--- src/rtl/link_mgmt_pkg.sv ---
// Shared definitions for the L0p link-management DLLP transmitter:
// DLLP header constants, FSM state encoding and the DLLP CRC-16.
package link_mgmt_pkg;

  localparam logic [7:0]  DLLP_TYPE_L0P = 8'h28;
  localparam logic [7:0]  L0P_SUBTYPE   = 8'h00;
  localparam logic [15:0] CRC_POLY      = 16'h100B;
  localparam logic [15:0] CRC_SEED      = 16'hFFFF;

  typedef enum logic [1:0] {
    IDLE     = 2'd0,
    BUILD    = 2'd1,
    SEND     = 2'd2,
    WAIT_RSP = 2'd3
  } state_t;

  // Bit-serial CRC, MSB of byte 31:24 first; the remainder is inverted on output.
  function automatic logic [15:0] crc16_dllp(input logic [31:0] body);
    logic [15:0] c;
    logic        fb;
    c = CRC_SEED;
    for (int i = 31; i >= 0; i--) begin
      fb = c[15] ^ body[i];
      c  = {c[14:0], 1'b0} ^ (fb ? CRC_POLY : 16'h0000);
    end
    return ~c;
  endfunction

endpackage

--- src/rtl/dllp_crc16.sv ---
// Combinational DLLP CRC-16 over the 32-bit DLLP body.
module dllp_crc16
  import link_mgmt_pkg::*;
(
  input  logic [31:0] body,
  output logic [15:0] crc
);

  assign crc = crc16_dllp(body);

endmodule

--- src/rtl/link_mgmt_dllp_tx.sv ---
// L0p link-management DLLP transmitter: builds one DLLP per request, sends it,
// and for request commands waits for the partner response with bounded retries.
module link_mgmt_dllp_tx
  import link_mgmt_pkg::*;
#(
  parameter int TIMEOUT_CYCLES = 1024,
  parameter int MAX_RETRY      = 3
) (
  input  logic        clk,
  input  logic        rst,
  input  logic        req_valid,
  output logic        req_ready,
  input  logic        req_priority,
  input  logic [3:0]  req_cmd,
  input  logic [2:0]  req_rsp_payload,
  input  logic [2:0]  req_link_width,
  output logic        dllp_valid,
  input  logic        dllp_ready,
  output logic [47:0] dllp_data,
  input  logic        rsp_valid,
  output logic        done,
  output logic        timeout_err,
  output logic        busy
);

  localparam logic [15:0] TIMER_LOAD  = 16'(TIMEOUT_CYCLES - 1);
  localparam logic [2:0]  RETRY_LIMIT = 3'(MAX_RETRY);

  state_t      state_reg;
  logic        prio_reg;
  logic [3:0]  cmd_reg;
  logic [2:0]  payload_reg;
  logic [2:0]  width_reg;
  logic [15:0] timer_reg;
  logic [2:0]  retry_cnt_reg;
  logic [31:0] body;
  logic [15:0] crc;

  assign body = {DLLP_TYPE_L0P, L0P_SUBTYPE, prio_reg, cmd_reg, payload_reg,
                 5'b00000, width_reg};

  dllp_crc16 u_crc (
    .body (body),
    .crc  (crc)
  );

  assign req_ready = (state_reg == IDLE);
  assign busy      = (state_reg != IDLE);

  always_ff @(posedge clk or posedge rst) begin
    if (rst) begin
      state_reg     <= IDLE;
      prio_reg      <= 1'b0;
      cmd_reg       <= 4'h0;
      payload_reg   <= 3'h0;
      width_reg     <= 3'h0;
      timer_reg     <= 16'h0000;
      retry_cnt_reg <= 3'h0;
      dllp_valid    <= 1'b0;
      dllp_data     <= 48'h0;
      done          <= 1'b0;
      timeout_err   <= 1'b0;
    end else begin
      done        <= 1'b0;
      timeout_err <= 1'b0;
      case (state_reg)
        IDLE: begin
          if (req_valid) begin
            prio_reg      <= req_priority;
            cmd_reg       <= req_cmd;
            payload_reg   <= req_rsp_payload;
            width_reg     <= req_link_width;
            retry_cnt_reg <= 3'h0;
            state_reg     <= BUILD;
          end
        end
        BUILD: begin
          dllp_data  <= {body, crc};
          dllp_valid <= 1'b1;
          state_reg  <= SEND;
        end
        SEND: begin
          // The timer is untouched here so a stalled link never burns a retry.
          if (dllp_ready) begin
            dllp_valid <= 1'b0;
            if (cmd_reg[3]) begin
              done      <= 1'b1;
              state_reg <= IDLE;
            end else begin
              timer_reg <= TIMER_LOAD;
              state_reg <= WAIT_RSP;
            end
          end
        end
        WAIT_RSP: begin
          // A response arriving on the expiry cycle takes precedence.
          if (rsp_valid) begin
            done      <= 1'b1;
            state_reg <= IDLE;
          end else if (timer_reg == 16'h0000) begin
            if (retry_cnt_reg < RETRY_LIMIT) begin
              retry_cnt_reg <= retry_cnt_reg + 3'h1;
              dllp_valid    <= 1'b1;
              state_reg     <= SEND;
            end else begin
              timeout_err <= 1'b1;
              state_reg   <= IDLE;
            end
          end else begin
            timer_reg <= timer_reg - 16'h0001;
          end
        end
        default: state_reg <= IDLE;
      endcase
    end
  end

endmodule

--- config.mk ---
export PLATFORM = sky130hd
export DESIGN_NAME = link_mgmt_dllp_tx
export DESIGN_NICKNAME = d
export VERILOG_FILES = /design/src/rtl/link_mgmt_pkg.sv /design/src/rtl/dllp_crc16.sv /design/src/rtl/link_mgmt_dllp_tx.sv
export SDC_FILE = /design/constraint.sdc
export NUM_CORES = 1
export LEC_CHECK = 0
export ABC_AREA = 1
export ABC_CLOCK_PERIOD_IN_PS = 2300
export CAP_MARGIN = 40
export CORE_MARGIN = 5
export CORE_UTILIZATION = 44
export DETAILED_ROUTE_END_ITERATION = 8
export PLACE_DENSITY = 0.74
export SYNTH_ARGS = -nofsm -noshare
export SYNTH_HDL_FRONTEND = slang
export SYNTH_SLANG_ARGS = --single-unit
--- constraint.sdc ---
create_clock -name clk -period 2.3 [get_ports clk]
set_input_delay 0.345 -clock clk [delete_from_list [all_inputs] [get_ports clk]]
set_output_delay 0.345 -clock clk [all_outputs]
set_load 0.02 [all_outputs]
Yosys cells after proc, flatten, opt, wreduce, memory -nomap -nowiden:

Cells that the tools add are included.
W data, S select, Z words.

* register bits after elaboration: 63

* bitwise operators: 27
* equality and inequality tests: 11
* order comparisons: 1
* reduce and logical (&&, ||, !) cells: 11
* mux-type cells: 46
* add/subtract/negate cells: 2

Operators by type and width (number)
* $xor A16 B16 Y16: 15
* $mux W13: 16
* $mux W16: 4
* $pmux W16 S2: 1
* $logic_not A16 Y1: 1
* $not A16 Y16: 1
* $sub A16 B1 Y16 const B: 1
* $reduce_and A5 Y1: 3
* $ne A2 B2 Y1 const B: 7
* $mux W2: 6
* $mux W3: 4
* $mux W1: 11
* $xor A1 B1 Y1: 10
* $not A8 Y8: 1
* $pmux W2 S4: 1
* $pmux W3 S2: 1
* $reduce_bool A2 Y1: 3
* $eq A2 B2 Y1 const B: 2
* $add A3 B1 Y3 const B: 1
* $lt A3 B2 Y1 const B: 1
* $ne A3 B3 Y1 const B: 1
* $pmux W1 S3: 1
* $reduce_and A3 Y1: 1
* $reduce_bool A3 Y1: 1
* 4 further kinds: 4

Logic depth before layout (Yosys ltp):

* depth after elaboration: 43
* mapped depth: 11
* depth with buffers taken out: 10

Cells and area by module:

A second synthesis with hierarchy kept.

* cell total of the unflattened synthesis: 804
* area total of the unflattened synthesis: 5367.6 um^2

By module, submodules not included
* link_mgmt_dllp_tx: cells each 394, times used 1, area an instance 3119.2 um^2
* dllp_crc16: cells each 410, times used 1, area an instance 2248.4 um^2

Worst setup path before layout:

Ideal clock, no wire load.

* kind: register to register
* from: register state_reg[1]
* to: register retry_cnt_reg[0]
* period minus slack after synthesis: 1.571 ns
* path slack: 0.729 ns
* stages on the path, launching flop included: 7
* data arrival time: 1.453 ns
* required time: 2.182 ns
* path through: dfrtp_1 -> nor2_1 -> nand2_1 -> o21ai_0 -> nand3_2 -> nand2_1 -> nand2_1

* word-level cells in the longest chain between the ends: 3
* elaborated cells between the ends (all ways): 9
* those cells by class: eq/ne: 5; mux: 1; reduce/logical: 3

Ends and longest elaborated chain
* start, declared: line link_mgmt_dllp_tx.sv:29 `state_t state_reg;`
* start signal, assigned: line link_mgmt_dllp_tx.sv:52 `state_reg <= IDLE;`
* start signal, assigned: line link_mgmt_dllp_tx.sv:74 `state_reg <= BUILD;`
* start signal, assigned: line link_mgmt_dllp_tx.sv:80 `state_reg <= SEND;`
* $logic_not A2 Y1 (*)
* net req_ready: line link_mgmt_dllp_tx.sv:12 `output logic req_ready,`
* $ne A2 B2 Y1 (no line) / $reduce_bool A2 Y1 (equally long branches)
* $reduce_and A5 Y1 (no line)
* end signal, assigned: line link_mgmt_dllp_tx.sv:102 `retry_cnt_reg <= retry_cnt_reg + 3'h1;`
* end, declared: line link_mgmt_dllp_tx.sv:35 `logic [2:0] retry_cnt_reg;`

The timed path passes the listed nets; every way through them passes the cells marked *.
A chain may end at the register's enable or synchronous reset.

Worst setup path in the final report:

* from: register state_reg[1]
* to: output req_ready

* word-level cells in the longest chain between the ends: 1

Ends and longest elaborated chain
* $logic_not A2 Y1: line link_mgmt_dllp_tx.sv:47 `assign req_ready = (state_reg == IDLE);`
* end, declared: line link_mgmt_dllp_tx.sv:12

No other way between the ends.

==> results.cfg <==
[setup_path]
ff2ff_setup_slack_ns = 0.42
required_ns = 1.96
cp_num_cells = 2
crit_family = buffers and inverters
r2r_cells = 9
worstSetupEndpoint = req_ready
r2r-end = timer_reg[3]
cp-end-kind = output port
slowest_stage = clkdlybuf4s50_1
crit_type = reg -> out
cp.arrival_ns = 1.74
critPathBufInv = 1
cp-startpoint = state_reg[1]
cp-start-kind = flip-flop
cp_cell_sequence = nor2_1 > clkdlybuf4s50_1
r2r-start = timer_reg[0]
critPathMaxStageDelay_ns = 0.66
path_max_fanout = 6

[synth]
synthAdderAreaFrac_pct = 0.6833
yosysWarnings = 0
synth_top_family_by_area = simple AND/OR/NAND/NOR gates
synthFlopType = dfrtp_1
synth_top_cell_by_area = dfrtp_1
async_flop_share_pct = 100.0
synthCells = 498
yosysUniqueCellTypes = 31
synth_xor_area_share_pct = 4.305
yosys.area_share.simple_pct = 31.67
ys_seq_area_share_pct = 42.36
synth_area_um2 = 3662
avgSynthCellArea_um2 = 7.354
synth_compound_area_share_pct = 9.054
yosys-top-cells-area = dfrtp_1 42%, nand2_1 17%, nand3_1 5.6%
synth-edff-count = 0
ys_ff_latch = 62
yosysTopAreaCellShare_pct = 42.36
synth_common_cells = 167 x nand2_1, 62 x dfrtp_1, 48 x nor2_1
synth_most_common_cell = nand2_1
synthMuxAreaShare_pct = 0

[grt]
grt_max_degree = 32
busiest_layer = met2
grt_pass1_wl_um = 13740
grt_util_met2_pct = 26.31
grt_util_met3_pct = 3.306
antenna_found_initial = 0
grt_remaining_overflow = 0
grt_pass1_vias = 3088
track_usage_pct = 16.67
grt_use_met1_pct = 22.26

[pwr]
p_leak_nw = 2.194
irDropWorstVdd_mv = 0.7367
power_density_nw_per_um2 = 1543

[clock_network]
insertion_delay_ns = 0.34
cts_tree = built
root_buffer = clkbuf_8
cts_made_buffers = 9
cts_hold_buf = 0
clockBufferDepth = 2
ctsHtreeMaxLevel = 3
ctsResizeCount = 0
clk_pin_slew_ns = 0.08
cts.sinks = 62
cts_setup_buffers = 0

[final_layout]
fin_util_pct = 53.35
diodes = 0
nets = 563
largest_reg_flops = 27
n_fill_cell = 790
drive_gt1_share_pct = 9.636
syn_to_final_growth_pct = 19.10

[placed_design]
port_buffers = 49
dp_hpwl_um = 6078
routabilityCongestion = 0.9114

[route]
final_antenna_net_count = 0
num_vias = 3189
wirelength_um = 8008
drt_iter0_drc = 182
firstDrtPassIters = 5
viasPerCell = 4.869
wl_per_cell_um = 12.23
drcViolationCount = 0

[sta]
post-route-period-util_pct = 90.56
relSlewSlack_pct = 64.88
hold_viol = 0
setup_tns_ns = 0
drv_slew = 0
fmax_mhz = 480.1
period_needed_ns = 2.083
finClkSkew_ns = 0.01120
setup_violations = 0
worst_slew_pin_slew_ns = 0.5213
rsz0062_at_grt = no

[worst_hold_path]
hp-class = in -> async

[run_status]
outcome = complete, no violations

[die]
die_area_um2 = 10250
core_area_um2 = 8175
rows = 33
ios = 69
die_h_um = 101.2
start_util_pct = 44.80
dieWidth_um = 101.2

[run]
drv_cap = 0
## layout make-up
type	count	area [µm²]	share of cell area, %
flip-flops and latches	62	1551	35.57
well taps	105	131.4	3.012
inverters	45	171.4	3.930
repair buffers	56	588.1	13.48
multi-input cells	371	1745	40.02
clock inverters	7	50.05	1.147
clock buffers	9	123.9	2.840
## worst min path at each step
stage	from	end	slack, ns	depth (start not counted)
2_1_floorplan	rsp_valid	timeout_err	0.42	1
5_1_grt	rst	done	0.35	2
3_5_place_dp	dllp_data[5]	dllp_data[5]	0.47	2
3_3_place_gp	dllp_valid	dllp_valid	0.46	2
4_1_cts	rst	done	0.31	2
6_report	rst	done	0.30	2
## where the power goes
part	switching (mW)	internal (mW)
registers	0.431	1.57
clock network	0.457	0.393
logic	2.37	1.51
total	3.26	3.47
## kinds of logic (layout without fill, tap and decap cells)
logic type                 count (synthesis)  after routing
other                                      1             19
buffers and inverters                     83            117
DFF                                       62             62
adders and majority gates                  2              2
and+or+nand+nor                          277            277
xor gates and xnor gates                  18             18
AOI/OAI and AO/OA                         55             55
## cells in the final DEF (no fill, tap or decap), drive strengths merged, types with 12 or more instances in the layout
| master | instances |
|---|---|
| clkdlybuf4s50 | 49 |
| nand3 | 42 |
| conb | 19 |
| inv | 46 |
| nand2 | 171 |
| o21ai | 36 |
| a21oi | 15 |
| nor2 | 52 |
| dfrtp | 62 |
| xor2 | 12 |
## through the flow
stage	power, mW	instance area, µm²	cells	hold slack (ns)	worst slack (ns)
2_1_floorplan	4.742	3730	516	0.4180	0.4136
3_3_place_gp	5.716	4160	638	0.4578	0.4381
3_5_place_dp	5.913	4188	639	0.4666	0.3972
4_1_cts	6.782	4362	655	0.3096	0.2304
5_1_grt	7.366	4362	655	0.3484	0.1429
6_report	6.730	4362	655	0.2970	0.2172
## per-layer routing
layer / share of wire (%) / vias up
li1: - / 1619
met1: 47 / 1478
met2: 45 / 85
met3: 5.9 / 7
met4: 1.1 / 0
met5: 0 / -
(Power assumes the default switching activity.)
==> RTL edit 1 (same flow settings) <==
Make the reset (`rst`) synchronous in one clocked block.
--- a/src/rtl/link_mgmt_dllp_tx.sv
+++ b/src/rtl/link_mgmt_dllp_tx.sv
@@ -47,7 +47,7 @@
   assign req_ready = (state_reg == IDLE);
   assign busy      = (state_reg != IDLE);
 
-  always_ff @(posedge clk or posedge rst) begin
+  always_ff @(posedge clk) begin
     if (rst) begin
       state_reg     <= IDLE;
       prio_reg      <= 1'b0;
Behaviour: differs if rst is asserted again (counterexample within 4 cycles, from zero or initial values and one cycle with rst high); with rst held inactive, the same outputs for 4 cycles.
==> RTL edit 1 against the unedited design <==
Sequential cell count stayed put; wire length is 2.1% higher; setup slack better by 84 ps; combinational power is 32% lower; power is 25% lower; die area is 4.5% lower; final area is 4.6% lower; core utilization is 0.52 points higher; area after synthesis is 5.0% lower; non-clock buffer count stayed put; sequential power is 22% lower; highest routed layer unchanged.
==> RTL edit 1: results <==
[logic_synthesis]
synth_cells = 538
synthTopCellsByArea = dfxtp_1 36%, nand2_1 15%, nor2_1 8.5%, nand3_1 6.2%, a21oi_1 5.8%
synth-compound-area-share_pct = 11.7
synthFlopType = dfxtp_1
synth_mux_area_share_pct = 0
synthXorXnorAreaFrac_pct = 3.99
yosys-top-cells-count = 141 x nand2_1, 79 x nor2_1, 62 x dfxtp_1
netlist-cell-type-count = 36
yosysSeqAreaShare_pct = 35.7
synth_fa_ha_area_share_pct = 0.719
synthArstFlopShare_pct = 0

[grt]
grtUsageTotal_pct = 17.1
grt_pass1_vias = 2988
grt_start_max_net_pins = 31
grt_pass1_wl_um = 13800

[placed_design]
routabilityCongestion = 0.935
dp_slack_ps = 415
dpl.hpwl_um = 6090
post_dp_cell_area_um2 = 3980
dp_cells = 675

[clocking]
clkTransAtPathRegs_ps = 60
clock_latency_ps = 340
cts_resized = 0

[detailed_routing]
route.vias.total = 3330
wirelength_um = 8170
drtIter0Drc = 112
drtPass1Iterations = 4

[critical_path]
timing.rr.start = timer_reg[0]
arrival_ps = 1650
crit_end = busy
rrSetupSlack_ps = 510
crit_fanout = 5
reg2reg_to = timer_reg[0]
worstRegToRegCells = 9
cp_slowest_cell = clkdlybuf4s50_1
slowest_delay_ps = 560
critPathLaunch = state_reg[1]

[min_path]
whs_path_depth = 2
min_path_type = flop to flop

[timing]
min_period_ps = 2000
clock_skew_ps = 8.05
slew_headroom_pct = 67.1

[layout]
n_antenna_cell = 0
final.fill_count = 771
layout.cells.non_filler = 691
largest_reg_flops = 27
fin_nets = 602
drive_gt1_share_pct = 7.30
syn2layout_area_growth_pct = 19.7

[outcome]
status = completed

[power_and_ir_drop]
irDropWorstVdd_v = 0.000573
p_leak_uw = 0.00191
RTL edit 1: power by group:
group	switching (µW)	total, µW	leakage [µW]	internal, µW
sequential	213	1560	0.000508	1340
combinational	1640	2640	0.00130	996
clock	410	882	0.000102	471
total	2270	5080	0.00191	2810
RTL edit 1: layer usage:
layer | track usage [%] | wire [µm] | vias up
met2 | 26.6 | 3740 | 92
met1 | 22.6 | 3850 | 1476
met5 | 0 | 0 | -
li1 | - | - | 1749
met3 | 3.40 | 412 | 13
met4 | 8.30 | 169 | 0
RTL edit 1: worst min path at each step:
stage	endpoint	slack (ps)	start
final	retry_cnt_reg[2]	450	retry_cnt_reg[2]
after CTS	retry_cnt_reg[2]	450	retry_cnt_reg[2]
after floorplan	timeout_err	420	rsp_valid
after global placement	dllp_valid	430	dllp_valid
after global routing	retry_cnt_reg[2]	460	retry_cnt_reg[2]
after detailed placement	retry_cnt_reg[2]	440	retry_cnt_reg[2]
RTL edit 1: cell type report:
type | instances | share of cell area, %
multi-input combinational | 398 | 44.4
clock inverter | 4 | 0.481
tap | 102 | 3.07
timing repair buffer | 56 | 13.0
clock buffer | 12 | 3.97
sequential | 62 | 29.8
inverter | 57 | 5.20
RTL edit 1: kinds of logic (layout without fill, tap and decap cells):
| family | after synthesis | after routing |
|---|---|---|
| AO/OA/AOI/OAI | 77 | 77 |
| XOR/XNOR | 15 | 15 |
| adder cells (fa/ha/maj) | 2 | 2 |
| buffers and inverters | 96 | 129 |
| flip-flops | 62 | 62 |
| other | 1 | 19 |
| AND/OR/NAND/NOR | 285 | 285 |
RTL edit 1: worst reg2reg max path, stage by stage (launching register included):
cell	delay [ps]
dfxtp_1	310
inv_1	80
ha_1	190
nand3_1	200
nor2_2	230
nand3_4	160
nand2_4	190
inv_2	130
o21ai_1	140
nor2_1	50
==> RTL edit 2 (config.mk and constraints unchanged) <==
Without the edit above. The parameter `TIMEOUT_CYCLES` goes from 1024 to 512.
--- a/src/rtl/link_mgmt_dllp_tx.sv
+++ b/src/rtl/link_mgmt_dllp_tx.sv
@@ -3,7 +3,7 @@
 module link_mgmt_dllp_tx
   import link_mgmt_pkg::*;
 #(
-  parameter int TIMEOUT_CYCLES = 1024,
+  parameter int TIMEOUT_CYCLES = 512,
   parameter int MAX_RETRY      = 3
 ) (
   input  logic        clk,
Behaviour: same outputs for any inputs over 4 cycles, from zero or initial values and one cycle with rst high; that may be too few to reach the edited logic, so the function may still have changed.
==> RTL edit 2 against the unedited design <==
Wire length down 4.1%; area after synthesis up 0.38%; count of clock-buffer cells in the layout up 2; final area down 0.29%; setup slack better by 12 ps; global-route usage down 0.46 points; sequential cell count unchanged; power down 0.13%; critical path type unchanged; largest power group unchanged; highest routed layer unchanged.
==> RTL edit 2: results <==
[critical_path]
critPathLaunch = state_reg[0]
arrival_ps = 1730
path_delay_family = buffers and inverters
crit_fanout = 6
rrSetupSlack_ps = 390

[layout]
n_antenna_cell = 0
drive_gt1_share_pct = 10.2
final.fill_count = 753
fin_nets = 561
largest_reg_flops = 27

[detailed_routing]
routed_via_density = 4.79
drtIter0Drc = 235
drtPass1Iterations = 4
route.vias.total = 3130
wl_per_cell_um = 11.8

[timing]
finalCritPeriodShare_pct = 90.0
clock_skew_ps = 6.29
hold_slack_ps = 389
worst_slew_pin_slew_ps = 540

[grt]
grt_pass1_wl_um = 13600
grtUsageTotal_pct = 16.2
grt_start_max_net_pins = 63
antenna_found_initial = 0

[clocking]
cts_buffer_depth = 2
postCtsSetupBuffers = 0
clkTransAtPathRegs_ps = 70
htreeDepth = 3
clock_latency_ps = 340
cts-root-buf = clkbuf_8
cts_buffers = 9
cts_resized = 0

[power_and_ir_drop]
irDropWorstVdd_v = 0.000607
p_leak_uw = 0.00215
internal-power_uw = 3500
seq_power_uw = 1980
clockPowerShare_pct = 13.9

[logic_synthesis]
avgSynthCellArea_um2 = 7.40
synth_fa_ha_area_share_pct = 0.681
ys_warn_count = 0
synth-compound-area-share_pct = 8.30
synth_mux_area_share_pct = 0
netlist-cell-type-count = 33
yosysSeqAreaShare_pct = 42.2
synthTopCellsByArea = dfrtp_1 42%, nand2_1 18%, nand3_1 5.9%, buf_4 4.5%, nor2_1 4.4%
synthXorXnorAreaFrac_pct = 3.81
yosys-top-cells-count = 175 x nand2_1, 62 x dfrtp_1, 43 x nand3_1, 43 x nor2_1, 40 x inv_1
synth_top_area_share_pct = 42.2
synthArstFlopShare_pct = 100
synth_top_cell_by_area = dfrtp_1

[min_path]
min_path_type = input pin to asynchronous set/reset pin

[outcome]
status = completed

[placed_design]
dp_slack_ps = 403
routabilityCongestion = 0.862
dpl.hpwl_um = 5690
dp_cells = 637
-- RTL edit 2: cell types whose count changed after synthesis, sizes merged --
cell and change:
nand2 +6, a21oi -3, o21ai -3, or2 +3, buf -2, nand3 +2
nor2 -2, nand3b -1, nor3 +1, xnor2 -1, xor2 -1
-- RTL edit 2: through the flow --
step | util, % | total power [µW] | area (µm²)
after floorplan | - | 4770 | 3740
after global placement | 50.9 | 5700 | 4160
after detailed placement | 50.9 | 5820 | 4160
after CTS | 53.2 | 6780 | 4350
after global routing | 53.2 | 7380 | 4350
final | 53.2 | 6720 | 4350
-- RTL edit 2: cell type report --
| cell class | instances | share of cell area, % |
|---|---|---|
| Multi-Input combinational cell | 372 | 40.8 |
| Sequential cell | 62 | 35.7 |
| Timing Repair Buffer | 53 | 12.3 |
| Inverter | 45 | 3.88 |
| Clock buffer | 11 | 3.02 |
| Tap cell | 105 | 3.02 |
| Clock inverter | 5 | 1.38 |
-- RTL edit 2: worst register-to-register path: stages (launching register included) --
cell and delay, ps:
dfrtp_1 380, inv_1 100, ha_1 200, nand3_2 150, nor2_4 220, nand4_2 150
nand2_4 330, inv_1 120, nand2_1 80, nand2_1 50
-- RTL edit 2: layer usage --
layer  vias up  wire, µm  global-route usage, %
met3         9       446                   3.93
met2        79      3520                   26.1
li1       1614         -                      -
met4         0       127                   6.85
met1      1428      3590                   20.9
met5         -         0                      0
-- RTL edit 2: final timing paths --
check / to / cells after the start
max: req_ready / 2
min: dllp_data[8] / 3
max reg2reg: timer_reg[5] / 9
min reg2reg: dllp_data[27] / 2
max in group asynchronous: timer_reg[6] / 3
min in group clk: dllp_data[27] / 2
